## src/rtl/regwrite_port_arbiter.sv

```systemverilog
// Round-robin arbiter for the shared register-file write port: up to four producers,
// one combinational grant per cycle, a registered write beat, and optional bounded burst lock.
module regwrite_port_arbiter #(
    parameter int DATA_W    = 32,
    parameter int ADDR_W    = 5,
    parameter int MAX_BURST = 4
) (
    input  logic              i_clk,
    input  logic              i_rst,
    input  logic [3:0]        i_req,
    input  logic [3:0]        i_lock,
    input  logic [ADDR_W-1:0] i_addr0,
    input  logic [ADDR_W-1:0] i_addr1,
    input  logic [ADDR_W-1:0] i_addr2,
    input  logic [ADDR_W-1:0] i_addr3,
    input  logic [DATA_W-1:0] i_data0,
    input  logic [DATA_W-1:0] i_data1,
    input  logic [DATA_W-1:0] i_data2,
    input  logic [DATA_W-1:0] i_data3,
    input  logic              i_stall,
    output logic [3:0]        o_grant,
    output logic [1:0]        o_sel,
    output logic              o_wr_en,
    output logic [ADDR_W-1:0] o_wr_addr,
    output logic [DATA_W-1:0] o_wr_data
);

    localparam int CW = (MAX_BURST > 1) ? $clog2(MAX_BURST) : 1;
    localparam logic [CW-1:0] CNT_LAST = CW'(MAX_BURST - 1);
    localparam logic [CW-1:0] CNT_ONE  = CW'(1);

    logic [1:0]        r_ptr;
    logic [CW-1:0]     r_burst_cnt;
    logic [1:0]        r_sel;
    logic              r_wr_en;
    logic [ADDR_W-1:0] r_wr_addr;
    logic [DATA_W-1:0] r_wr_data;

    logic [7:0]        w_rot8;
    logic [3:0]        w_rot;
    logic [1:0]        w_off;
    logic [1:0]        w_win;
    logic              w_any;
    logic              w_xfer;
    logic [ADDR_W-1:0] w_addr;
    logic [DATA_W-1:0] w_data;

    // Winner search: rotate requests so the pointer sits at bit 0, then take the first set bit.
    always_comb begin
        w_rot8 = {i_req, i_req} >> r_ptr;
        w_rot  = w_rot8[3:0];
        w_off  = 2'd0;
        casez (w_rot)
            4'b???1: w_off = 2'd0;
            4'b??10: w_off = 2'd1;
            4'b?100: w_off = 2'd2;
            4'b1000: w_off = 2'd3;
            default: w_off = 2'd0;
        endcase
        w_win  = r_ptr + w_off;
        w_any  = |i_req;
        w_xfer = w_any & ~i_stall & ~i_rst;
        if (w_xfer) begin
            o_grant = 4'b0001 << w_win;
        end else begin
            o_grant = 4'b0000;
        end
    end

    // Address/data select for the winning requester.
    always_comb begin
        w_addr = i_addr0;
        w_data = i_data0;
        case (w_win)
            2'd0: begin w_addr = i_addr0; w_data = i_data0; end
            2'd1: begin w_addr = i_addr1; w_data = i_data1; end
            2'd2: begin w_addr = i_addr2; w_data = i_data2; end
            2'd3: begin w_addr = i_addr3; w_data = i_data3; end
            default: begin w_addr = i_addr0; w_data = i_data0; end
        endcase
    end

    // Pointer / burst counter; a stalled burst keeps its count so it resumes afterwards.
    always_ff @(posedge i_clk or posedge i_rst) begin
        if (i_rst) begin
            r_ptr       <= 2'd0;
            r_burst_cnt <= '0;
        end else if (w_xfer) begin
            if (i_lock[w_win] && (r_burst_cnt < CNT_LAST)) begin
                r_ptr       <= w_win;
                r_burst_cnt <= r_burst_cnt + CNT_ONE;
            end else begin
                r_ptr       <= w_win + 2'd1;
                r_burst_cnt <= '0;
            end
        end else if (!w_any && !i_stall) begin
            r_burst_cnt <= '0;
        end else begin
            r_burst_cnt <= r_burst_cnt;
        end
    end

    // Registered write beat; register 0 consumes the grant but is never written.
    always_ff @(posedge i_clk or posedge i_rst) begin
        if (i_rst) begin
            r_sel     <= 2'd0;
            r_wr_en   <= 1'b0;
            r_wr_addr <= '0;
            r_wr_data <= '0;
        end else if (w_xfer) begin
            r_sel     <= w_win;
            r_wr_en   <= (w_addr != '0);
            r_wr_addr <= w_addr;
            r_wr_data <= w_data;
        end else begin
            r_wr_en   <= 1'b0;
        end
    end

    assign o_sel     = r_sel;
    assign o_wr_en   = r_wr_en;
    assign o_wr_addr = r_wr_addr;
    assign o_wr_data = r_wr_data;

endmodule
```

## config.mk

```make
export PLATFORM = sky130hd
export DESIGN_NAME = regwrite_port_arbiter
export DESIGN_NICKNAME = d
export VERILOG_FILES = /design/src/rtl/regwrite_port_arbiter.sv
export SDC_FILE = /design/constraint.sdc
export NUM_CORES = 1
export LEC_CHECK = 0
export CAP_MARGIN = 0
export CORE_ASPECT_RATIO = 0.5
export CORE_UTILIZATION = 30
export DETAILED_ROUTE_END_ITERATION = 10
export MAX_ROUTING_LAYER = met4
export PLACE_DENSITY = 0.74
export SYNTH_ARGS = -nofsm -noshare
export SYNTH_HDL_FRONTEND = slang
export SYNTH_SLANG_ARGS = --single-unit
```

## constraint.sdc

```tcl
create_clock -name i_clk -period 7.7 [get_ports i_clk]
set_input_delay 1.54 -clock i_clk [delete_from_list [all_inputs] [get_ports i_clk]]
set_output_delay 1.54 -clock i_clk [all_outputs]
set_load 0.02 [all_outputs]
```

; Word-level counts from Yosys, hierarchy flattened
; Index checks and enable logic that the tools add are counted.
[totals]
ff_bits = 44
in_bits = 159
output_inout_bits = 44
elab_cells = 42
[classes]
add_sub_neg = 3
n_lt_le_gt_ge = 2
eq_ne = 6
shift = 2
n_mux = 11
bitwise_logic = 4
reduce_logical = 8
[ops]
columns = cell, count
row1 = $pmux W32 S4, 1
row2 = $pmux W5 S4, 1
row3 = $mux W2, 4
row4 = $shr A8 B2 Y4, 1
row5 = $eq A2 B2 Y1 const B, 3
row6 = $pmux W2 S3, 1
row7 = $reduce_bool A5 Y1, 1
row8 = $add A2 B1 Y2 const B, 2
row9 = $eq A4 B4 Y1 const B, 1
row10 = $mux W4, 1
row11 = $reduce_or A4 Y1, 1
row12 = $shl A1 B2 Y4 const A, 1
row13 = $eq A3 B3 Y1 const B, 1
row14 = $lt A2 B3 Y1 const B, 1
row15 = $add A2 B2 Y2, 1
row16 = $and A1 B1 Y1, 2
row17 = $bmux W1 S2, 1
row18 = $eq A2 B1 Y1 const B, 1
row19 = $logic_and A1 B1 Y1, 2
row20 = $logic_not A1 Y1, 2
row21 = $logic_not A2 Y1, 1
row22 = $lt A2 B2 Y1 const B, 1
row23 = $mux W1, 2
row24 = $not A1 Y1, 2
row25 = $reduce_bool A2 Y1, 1

; Depth between registers and ports, before layout
; Gate-level depths: netlist (run 1).
[depth]
ltp_word = 9
mapped_depth = 19
ltp_nobuf = 16

; Least setup slack after synthesis (run 1)
; Ideal clock, no wire load.
[synth_path]
path_kind = in2out
start = in i_req[0]
end = out o_grant[1]
t_arrival_ns = 4.171
required_time_ns = 6.160
path_slack_ns = 1.989
cell_stages = 13
path_buffers = 4
cell_sequence = buf_2 -> or4_1 -> o2111ai_1 -> ha_1 -> xor2_1 -> or3_1 -> and2_1 -> buf_6 -> inv_1 -> ha_1 -> clkbuf_1 -> buf_1 -> and2_1
[synth_between]
elab_chain_cells = 6
word_cells_on_any_way = 11
classes_between = 1 x add/sub / 3 x eq/ne / 2 x shift / 2 x mux / 2 x bitwise / 1 x reduce/logical
[synth_lines]
columns = element, line_no
row1 = "start, declared", 10  ; input logic [3:0] i_req,
row2 = $shr A8 B2 Y4 (*), 50  ; w_rot8 = {i_req, i_req} >> r_ptr;
row3 = $eq A4 B4 Y1 (tied with other cells), 53  ; casez (w_rot)
row4 = $pmux W2 S3 (*), 53
row5 = $add A2 B2 Y2 (*), 60  ; w_win = r_ptr + w_off;
row6 = named net w_win[1], 42  ; logic [1:0] w_win;
row7 = $shl A1 B2 Y4 (*), 64  ; o_grant = 4'b0001 << w_win;
row8 = $mux W4 (*), 63  ; if (w_xfer) begin
row9 = "end, declared", 21  ; output logic [3:0] o_grant,
; The timed path passes the listed nets; every way through them passes the cells marked *.

; Worst setup path in the final report (run 1)
[layout_path]
start = in i_req[1]
end = out o_grant[1]
[layout_between]
elab_chain_cells = 6
word_cells_on_any_way = 11
classes_between = 1 x add/sub / 3 x eq/ne / 2 x shift / 2 x mux / 2 x bitwise / 1 x reduce/logical
[layout_lines]
columns = element, line_no
row1 = $shr A8 B2 Y4, 50
row2 = $eq A4 B4 Y1 (tied with other cells), 53
row3 = $pmux W2 S3, 53
row4 = $add A2 B2 Y2, 60
row5 = $shl A1 B2 Y4, 64
row6 = $mux W4 (*), 63
; Mark *: on every way between the ends. The rest lies on a longest branch, timed or not.

==> run metrics, run 1 <==
CTS resizes 0; ratio of cells with drive above 1 in the final layout 0.0351; Power per Cell Area 397 mW/mm^2; crit path kind primary input to output port; Final ANT Viol Nets 0; WHS Endpoint o_sel[0]; ant diodes 0; worst clock skew 3.08 ps; CP required roughly 6200 ps; post-synthesis cell count 330; register area share after synthesis 0.405; clock sinks 44; critical path cell sequence clkdlybuf4s50_1 -> nor2_1 -> or4_1 -> o2111ai_1 -> ha_1 -> xor2_1 -> or3_1 -> and2_1 -> inv_1 -> ha_1 -> and2_1 -> clkdlybuf4s50_1; Worst Min Path Start o_sel[0]; DR WL/cell approximately 16 um; fill count between 700 and 800; Critical R2R Launch r_ptr[0]; Net count, final between 600 and 700; DP Worst Slack 1470 ps; Placer Congestion about 0.86; Synth Cell Area roughly 0.0027 mm^2; run status complete, no violations; IO Port Bufs 202; crit path launch type primary input; Final WS setup between 1000 and 1500 ps; min cycle time layout 6260 ps; Initial Util 0.311; Via density 5.14; antenna violations before repair 0; GRT overflow 0; DIE HEIGHT ~70 um; first-pass GRT wire length 16100 um; DRT Wirelength between 10000 and 15000 um; worst relative slew slack 0.365; Critical Path AT approximately 4700 ps; TritonCTS clock tree yes; row cnt 24; fmax roughly 160 MHz; Final Cycle Share 0.814; Leakage between 1.5 and 2 nW; #FFs+latches synth 44; Final Hold Fails 0; drt pass-1 iters 8; clk_lat worst skew between 200 and 300 ps; core area approximately 0.0087 mm^2; Slew @ Worst Pin ~950 ps; CTS Buffer Depth 2; die area around 0.0095 mm^2; CP Max Fanout 7; Mapped Avg Cell Area 8.25 um^2; max-slew violations 0; vias in the first global route around 3100; R2R cell count 14; Distinct cells, synth 35; # setup viols final 0; CP endpoint kind output port; setup_tns 0 ps; Worst-path clk slew approximately 60 ps; drc violations 0; Ports slightly above 200; R2R setup slack just over 4000 ps; htree depth 2; CTS root buffer clkbuf_16; DP HPWL about 7600 um; Synth-to-Final Area Change 81.5%; maxcap violations 0; chip width around 140 um; RSZ-0062 raised after global routing false; CP max stage cell clkdlybuf4s50_1; Hold Buf Count CTS 0; vias approximately 3200; Num CTS Buffers 5; Syn Nets between 400 and 500; WHS Path Cells 2; peak supply drop 0.226 mV; largest stage delay on the critical path between 600 and 700 ps; GRT Util Overall 0.226; Synth Warn # 0; pin count of the biggest net entering global routing 84; Initial DRC Count 438; worst r2r dst o_wr_en; Hold WC Path Type flop to flop; postcts setup bufs 0
[power by group]
group | switching, mW | internal (mW)
registers | 0.0577 | 0.328
clock network | 0.0875 | 0.130
logic | 0.785 | 0.573
[cells by family (layout without fill, tap and decap cells)]
kind of cell,Yosys count,in the layout,share of synthesized area
mux,2,2,0.00736
xor+xnor,1,1,0.00322
flops,44,44,0.405
simple gates,108,108,0.166
fa+ha+maj,7,7,0.0322
buf+inv,37,220,0.0575
compound gates,131,131,0.329
[critical path: cells and delay by family]
kind | cells | cell delay (ps)
adders and majority gates | 2 | 360
AOI/OAI and AO/OA | 1 | 90
xor gates and xnor gates | 1 | 80
and+or+nand+nor | 5 | 1220
buffers and inverters | 3 | 1430
[cells in the mapped netlist]
| library cell | instances | share of area |
|---|---|---|
| o211ai_2 | 1 | 0.0046 |
| o21bai_1 | 1 | 0.0028 |
| a31oi_1 | 1 | 0.0023 |
| nor4_1 | 1 | 0.0023 |
| dfrtp_1 | 44 | 0.40 |
| and3_1 | 1 | 0.0023 |
| buf_2 | 2 | 0.0037 |
| nor3_1 | 2 | 0.0037 |
| or4_1 | 1 | 0.0028 |
| inv_1 | 4 | 0.0055 |
| mux2i_1 | 2 | 0.0074 |
| o2111ai_1 | 3 | 0.0097 |
| a21oi_1 | 34 | 0.063 |
| clkinv_1 | 1 | 0.0014 |
| xor2_1 | 1 | 0.0032 |
| buf_6 | 2 | 0.0083 |
| nor2b_4 | 1 | 0.0051 |
| or3b_1 | 1 | 0.0032 |
| o31ai_2 | 2 | 0.0092 |
| a222oi_1 | 37 | 0.14 |
| ha_1 | 7 | 0.032 |
| nand2_1 | 53 | 0.073 |
| buf_1 | 7 | 0.0097 |
| nor2_1 | 39 | 0.054 |
| nand2b_1 | 1 | 0.0023 |
| clkbuf_1 | 21 | 0.029 |
| o211ai_1 | 2 | 0.0055 |
| o21ai_1 | 1 | 0.0018 |
| or3_1 | 2 | 0.0046 |
| nand3_1 | 1 | 0.0018 |
| a22oi_1 | 1 | 0.0028 |
| o21ai_0 | 45 | 0.083 |
| o31a_1 | 1 | 0.0032 |
| and2_1 | 5 | 0.011 |
| o31ai_1 | 2 | 0.0055 |
[how the worst max path moves through the flow]
stage / startpoint / cells after the start / endpoint
2_1_floorplan: i_req[0] / 13 / o_grant[1]
3_3_place_gp: i_req[1] / 12 / o_grant[1]
3_5_place_dp: i_req[1] / 12 / o_grant[1]
4_1_cts: i_req[1] / 12 / o_grant[1]
5_1_grt: i_req[1] / 12 / o_grant[1]
6_report: i_req[1] / 12 / o_grant[1]
[metal layers]
metal | vias up | global-route usage | part of all wire
met3 | 23 | 0.0453 | 0.052
li1 | 1606 | - | -
met2 | 122 | 0.376 | 0.50
met4 | 0 | 0.0691 | 0.024
met1 | 1486 | 0.277 | 0.42
met5 | - | - | 0
[through the flow]
| stage | util | hold WS [ps] | cell area [um^2] | total power [mW] | instances |
|---|---|---|---|---|---|
| 6_report | 0.565 | 472 | 4940 | 1.96 | 630 |
| 3_5_place_dp | 0.549 | 466 | 4790 | 1.75 | 622 |
| 3_3_place_gp | 0.549 | 461 | 4790 | 1.74 | 622 |
| 4_1_cts | 0.565 | 481 | 4940 | 1.97 | 630 |
| 2_1_floorplan | - | 462 | 2720 | 1.29 | 330 |
| 5_1_grt | 0.565 | 512 | 4940 | 2.14 | 630 |
[cells in the final DEF, fill, tap and decap left out, types with 2 or more instances in the layout]
cell type,count
nor3_1,2
o21ai_0,45
nor2_1,39
o211ai_1,2
clkbuf_16,5
nand2_1,53
ha_1,6
buf_4,5
dfrtp_1,44
a21oi_1,34
mux2i_1,2
and2_1,5
o2111ai_1,3
clkdlybuf4s50_1,202
o31ai_1,2
clkbuf_1,2
a222oi_1,37
o31ai_2,2
inv_1,3
[sequential cells by signal, indices dropped and copies added (netlist names)]
| name | cells |
|---|---|
| o_sel | 2 |
| o_wr_addr | 5 |
| o_wr_data | 32 |
| o_wr_en | 1 |
| r_burst_cnt | 2 |
| r_ptr | 2 |
[layout make-up]
cell class,count,area (um^2),area share
clock buffer,8,146,0.0296
multi-input combinational,249,1470,0.297
sequential,44,1100,0.223
inverter,5,18.8,0.00380
timing repair buffer,207,2060,0.417
tap,117,146,0.0296
Power figures use the tool's default switching activity.
==> run 2: changes to the inputs <==
==> constraint.sdc (replaced) <==
create_clock -name i_clk -period 6 [get_ports i_clk]
set_input_delay 1.2 -clock i_clk [delete_from_list [all_inputs] [get_ports i_clk]]
set_output_delay 1.2 -clock i_clk [all_outputs]
set_load 0.02 [all_outputs]
==> run metrics, run 2 (synthesis gave the netlist of run 1 again) <==
die area roughly 0.0095 mm^2; DIE HEIGHT between 60 and 70 um; CP endpoint kind output port; Final ANT Viol Nets 0; most common cell after layout, fill and taps aside clkdlybuf4s50_1; CTS Buffer Depth 2; DP HPWL around 7500 um; drc violations 0; # setup viols final 0; ant diodes 0; worst clock skew between 4 and 5 ps; Initial Util 0.311; Final Cycle Share 0.931; Synth-to-Final Area Change 81.5%; Hold WC Path Type flop to flop; vias in the first global route 3156; crit path kind primary input to output port; Hold Buf Count CTS 0; Switch Pwr 1.19 mW; critical path cell sequence clkdlybuf4s50_1 -> nor2_1 -> or4_1 -> o2111ai_1 -> ha_1 -> xor2_1 -> or3_1 -> and2_1 -> inv_1 -> ha_1 -> and2_1 -> clkdlybuf4s50_1; Critical R2R Launch r_ptr[0]; Worst-path clk slew ~60 ps; chip width between 100 and 150 um; htree depth 2; RSZ-0062 raised after global routing false; worst relative slew slack 0.362; IO Port Bufs about 200; Net count, final 678; CP Max Fanout 7; Pint approximately 1.3 mW; non-filler instance count after layout 630; largest stage delay on the critical path ~650 ps; Final Hold Fails 0; DR WL/cell roughly 16 um; Sw Share 0.475; TritonCTS clock tree yes; antenna violations before repair 0; peak supply drop ~0.36 mV; max-slew violations 0; Worst Min Path Start o_wr_data[0]; pin count of the biggest net entering global routing between 80 and 90; Clock Power Share 0.110; Placer Congestion between 0.8 and 0.9; Largest register FFs 32; CP required roughly 4800 ps; postcts setup bufs 0; first-pass GRT wire length approximately 17000 um; number of cells after detailed placement slightly above 600; GRT overflow 0; commonest non-fill, non-tap cells in the layout clkdlybuf4s50_1, nand2_1, o21ai_0; clock sinks 44; Critical Path AT 4390 ps; Via density just over 5; Leakage between 1.5 and 2 nW; Critical path origin i_req[1]; vias 3256; maxcap violations 0; core area 0.00874 mm^2; Power per Cell Area 509 mW/mm^2; ratio of cells with drive above 1 in the final layout 0.0351; DRT Wirelength ~10000 um; clk_lat worst skew approximately 280 ps; CTS root buffer clkbuf_16; GRT Util Overall 0.232; min cycle time layout about 5600 ps; run status complete, no violations; R2R cell count 14; CP max stage cell clkdlybuf4s50_1; fmax 179 MHz; Ports around 200; crit path launch type primary input; sequential share of power 0.198; Initial DRC Count 400; CTS resizes 0; Gate power share 0.692; setup_tns 0 ps; Num CTS Buffers 5; row cnt 24; Worst Hold Margin approximately 480 ps; Final WS setup 414 ps; WHS Path Cells 2; DP Worst Slack 450 ps; drt pass-1 iters 7; Slew @ Worst Pin 956 ps
==> run 2: power by group through the flow <==
stage	sequential (mW)	combinational (mW)	clock, mW
floorplan	0.620	1.03	0
global placement	0.498	1.72	0
detailed placement	0.504	1.74	0
CTS	0.500	1.74	0.286
global route	0.516	1.94	0.298
finish	0.499	1.74	0.276
==> run 2: through the flow <==
stage               power, mW  cell area, um^2  utilization
global placement         2.22             4790        0.549
CTS                      2.53             4940        0.565
finish                   2.51             4940        0.565
detailed placement       2.24             4790        0.549
global route             2.75             4940        0.565
floorplan                1.65             2720            -
==> run 2: final cells by class <==
type	count	area [um^2]
Sequential cell	44	1100
Inverter	5	18.8
Tap cell	117	146
Multi-Input combinational cell	249	1470
Clock buffer	8	146
Timing Repair Buffer	207	2060
Fill cell	802	3800
==> run 2: metal layers <==
| metal | wire length (um) | GRT usage | share of wire | up-vias |
|---|---|---|---|---|
| li1 | - | - | - | 1602 |
| met1 | 4450 | 0.299 | 0.44 | 1545 |
| met2 | 5070 | 0.381 | 0.50 | 95 |
| met3 | 500 | 0.0431 | 0.049 | 14 |
| met4 | 129 | 0.0432 | 0.013 | 0 |
| met5 | 0 | - | 0 | - |
==> run 2: worst paths after layout <==
kind	slack, ps	endpoint
max in group asynchronous	3900	o_wr_data[26]
min in group asynchronous	1510	o_wr_data[28]
min reg2reg	480	o_wr_data[0]
min	480	o_wr_data[0]
max reg2reg	2390	o_wr_en
max	410	o_grant[1]
==> run 2: critical path, delay by kind of cell <==
kind / cells / cell delay, ps
buffers and inverters: 3 / 1430
and+or+nand+nor: 5 / 1220
xor gates and xnor gates: 1 / 70
adders and majority gates: 2 / 370
AOI/OAI and AO/OA: 1 / 100
==> run 3: changes to the inputs <==
--- a/config.mk
+++ b/config.mk
@@ -5,12 +5,14 @@
 export SDC_FILE = /design/constraint.sdc
 export NUM_CORES = 1
 export LEC_CHECK = 0
-export CAP_MARGIN = 0
+export CAP_MARGIN = 20
+export CELL_PAD_IN_SITES_DETAIL_PLACEMENT = 0
+export CELL_PAD_IN_SITES_GLOBAL_PLACEMENT = 1
 export CORE_ASPECT_RATIO = 0.5
-export CORE_UTILIZATION = 30
+export CORE_UTILIZATION = 23
 export DETAILED_ROUTE_END_ITERATION = 10
 export MAX_ROUTING_LAYER = met4
-export PLACE_DENSITY = 0.74
+export PLACE_DENSITY = 0.83
 export SYNTH_ARGS = -nofsm -noshare
 export SYNTH_HDL_FRONTEND = slang
 export SYNTH_SLANG_ARGS = --single-unit
==> run metrics, run 3 (synthesis gave the netlist of run 1 again) <==
CP max stage cell clkdlybuf4s50_1; max-slew violations 0; Seq. cell area about 0.0011 mm^2; Initial DRC Count around 230; DP Worst Slack roughly 440 ps; IO Port Bufs 202; Final WS setup around 440 ps; core area 0.0112 mm^2; DRT Wirelength about 11000 um; largest stage delay on the critical path 650 ps; pin count of the biggest net entering global routing 65; htree depth 2; fill count between 1000 and 1500; peak supply drop 0.407 mV; Via density roughly 4.8; RSZ-0062 raised after global routing false; Critical path origin i_req[1]; run status complete, no violations; Slew @ Worst Pin between 600 and 700 ps; DP HPWL about 8100 um; total power ~2.5 mW; Ports just over 200; Num CTS Buffers 5; Initial Util 0.242; Hold Buf Count CTS 0; postcts setup bufs 0; first-pass GRT wire length 16100 um; row cnt 27; Top Family by Delay on Critical Path buffers and inverters; CP Max Fanout 7; chip width 156 um; vias in the first global route 3033; drt pass-1 iters 5; Final Hold Fails 0; CP endpoint kind output port; fmax around 180 MHz; die area between 0.01 and 0.015 mm^2; commonest non-fill, non-tap cells in the layout clkdlybuf4s50_1, nand2_1, o21ai_0; clk_lat worst skew approximately 290 ps; min cycle time layout between 5000 and 6000 ps; Net count, final between 600 and 700; DR WL/cell ~16 um; ratio of cells with drive above 1 in the final layout 0.0409; Worst Min Path Start o_wr_data[10]; Critical R2R Launch r_ptr[0]; Multi-input gate area 0.00147 mm^2; TritonCTS clock tree yes; Synth-to-Final Area Change 84.3%; crit path kind primary input to output port; CTS resizes 0; CTS root buffer clkbuf_16; clock sinks 44; Final ANT Viol Nets 0; maxcap violations 0; Largest register FFs 32; Power per Cell Area between 500 and 600 mW/mm^2; CP required between 4000 and 5000 ps; vias about 3200; critical path cell sequence clkdlybuf4s50_1 -> nor2_1 -> or4_1 -> o2111ai_1 -> ha_1 -> xor2_1 -> or3_1 -> and2_1 -> inv_1 -> ha_1 -> and2_1 -> clkdlybuf4s50_1; worst clock skew between 6 and 7 ps; drc violations 0; antenna violations before repair 0; crit path launch type primary input; setup_tns 0 ps; Leakage around 2 nW; Hold WC Path Type flop to flop; most common cell after layout, fill and taps aside clkdlybuf4s50_1; Worst-path clk slew 60 ps; Final Cycle Share 0.927; Placer Congestion between 0.8 and 0.9; GRT Util Overall 0.173; DIE HEIGHT 78.9 um; # setup viols final 0; ant diodes 0; Buf/Inv on CP 3; worst relative slew slack 0.556; GRT overflow 0; CTS Buffer Depth 2; Critical Path AT roughly 4400 ps
==> run 3: changes by cell type in the layout (fill, tap and decap cells not counted), sizes merged <==
cell and delta:
clkbuf -2, clkinv +2, buf +1
==> run 3: final cells by class <==
class | count | share of cell area
Sequential cell | 44 | 0.220
Inverter | 5 | 0.00374
Clock buffer | 6 | 0.0277
Multi-Input combinational cell | 249 | 0.293
Timing Repair Buffer | 208 | 0.415
Clock inverter | 2 | 0.00200
Tap cell | 159 | 0.0397
==> run 3: path summary, 6_finish.rpt <==
path	end	slack, ps	depth (start not counted)
setup / recovery	o_grant[1]	440	12
hold / removal	o_wr_data[10]	480	2
setup reg to reg	o_wr_en	2420	14
hold reg to reg	o_wr_data[10]	480	2
max in group asynchronous	o_wr_en	4420	3
min in group asynchronous	o_sel[0]	1160	2
==> run 3: where the power goes <==
group	switching, mW	internal (mW)	total (mW)
registers	0.0735	0.421	0.494
logic	1.03	0.738	1.76
clock network	0.113	0.164	0.277
==> run 3: worst min-delay path: stages, from the launching register on <==
cell	delay (ps)
dfrtp_1	340
nand2_1	50
o21ai_0	60
==> run 3: metal layers <==
metal / share of wire / wire (um) / GRT usage
met1: 0.44 / 4610 / 0.209
met4: 0.011 / 117 / 0.0431
met3: 0.027 / 281 / 0.0317
met2: 0.53 / 5590 / 0.300
met5: 0 / 0 / -
==> run 3: through the flow <==
step,hold slack [ps],cells,utilization,area (um^2)
global route,493,673,0.446,5010
finish,477,673,0.446,5010
CTS,483,672,0.444,4990
floorplan,462,330,-,2720
global placement,462,664,0.431,4850
detailed placement,469,664,0.431,4850
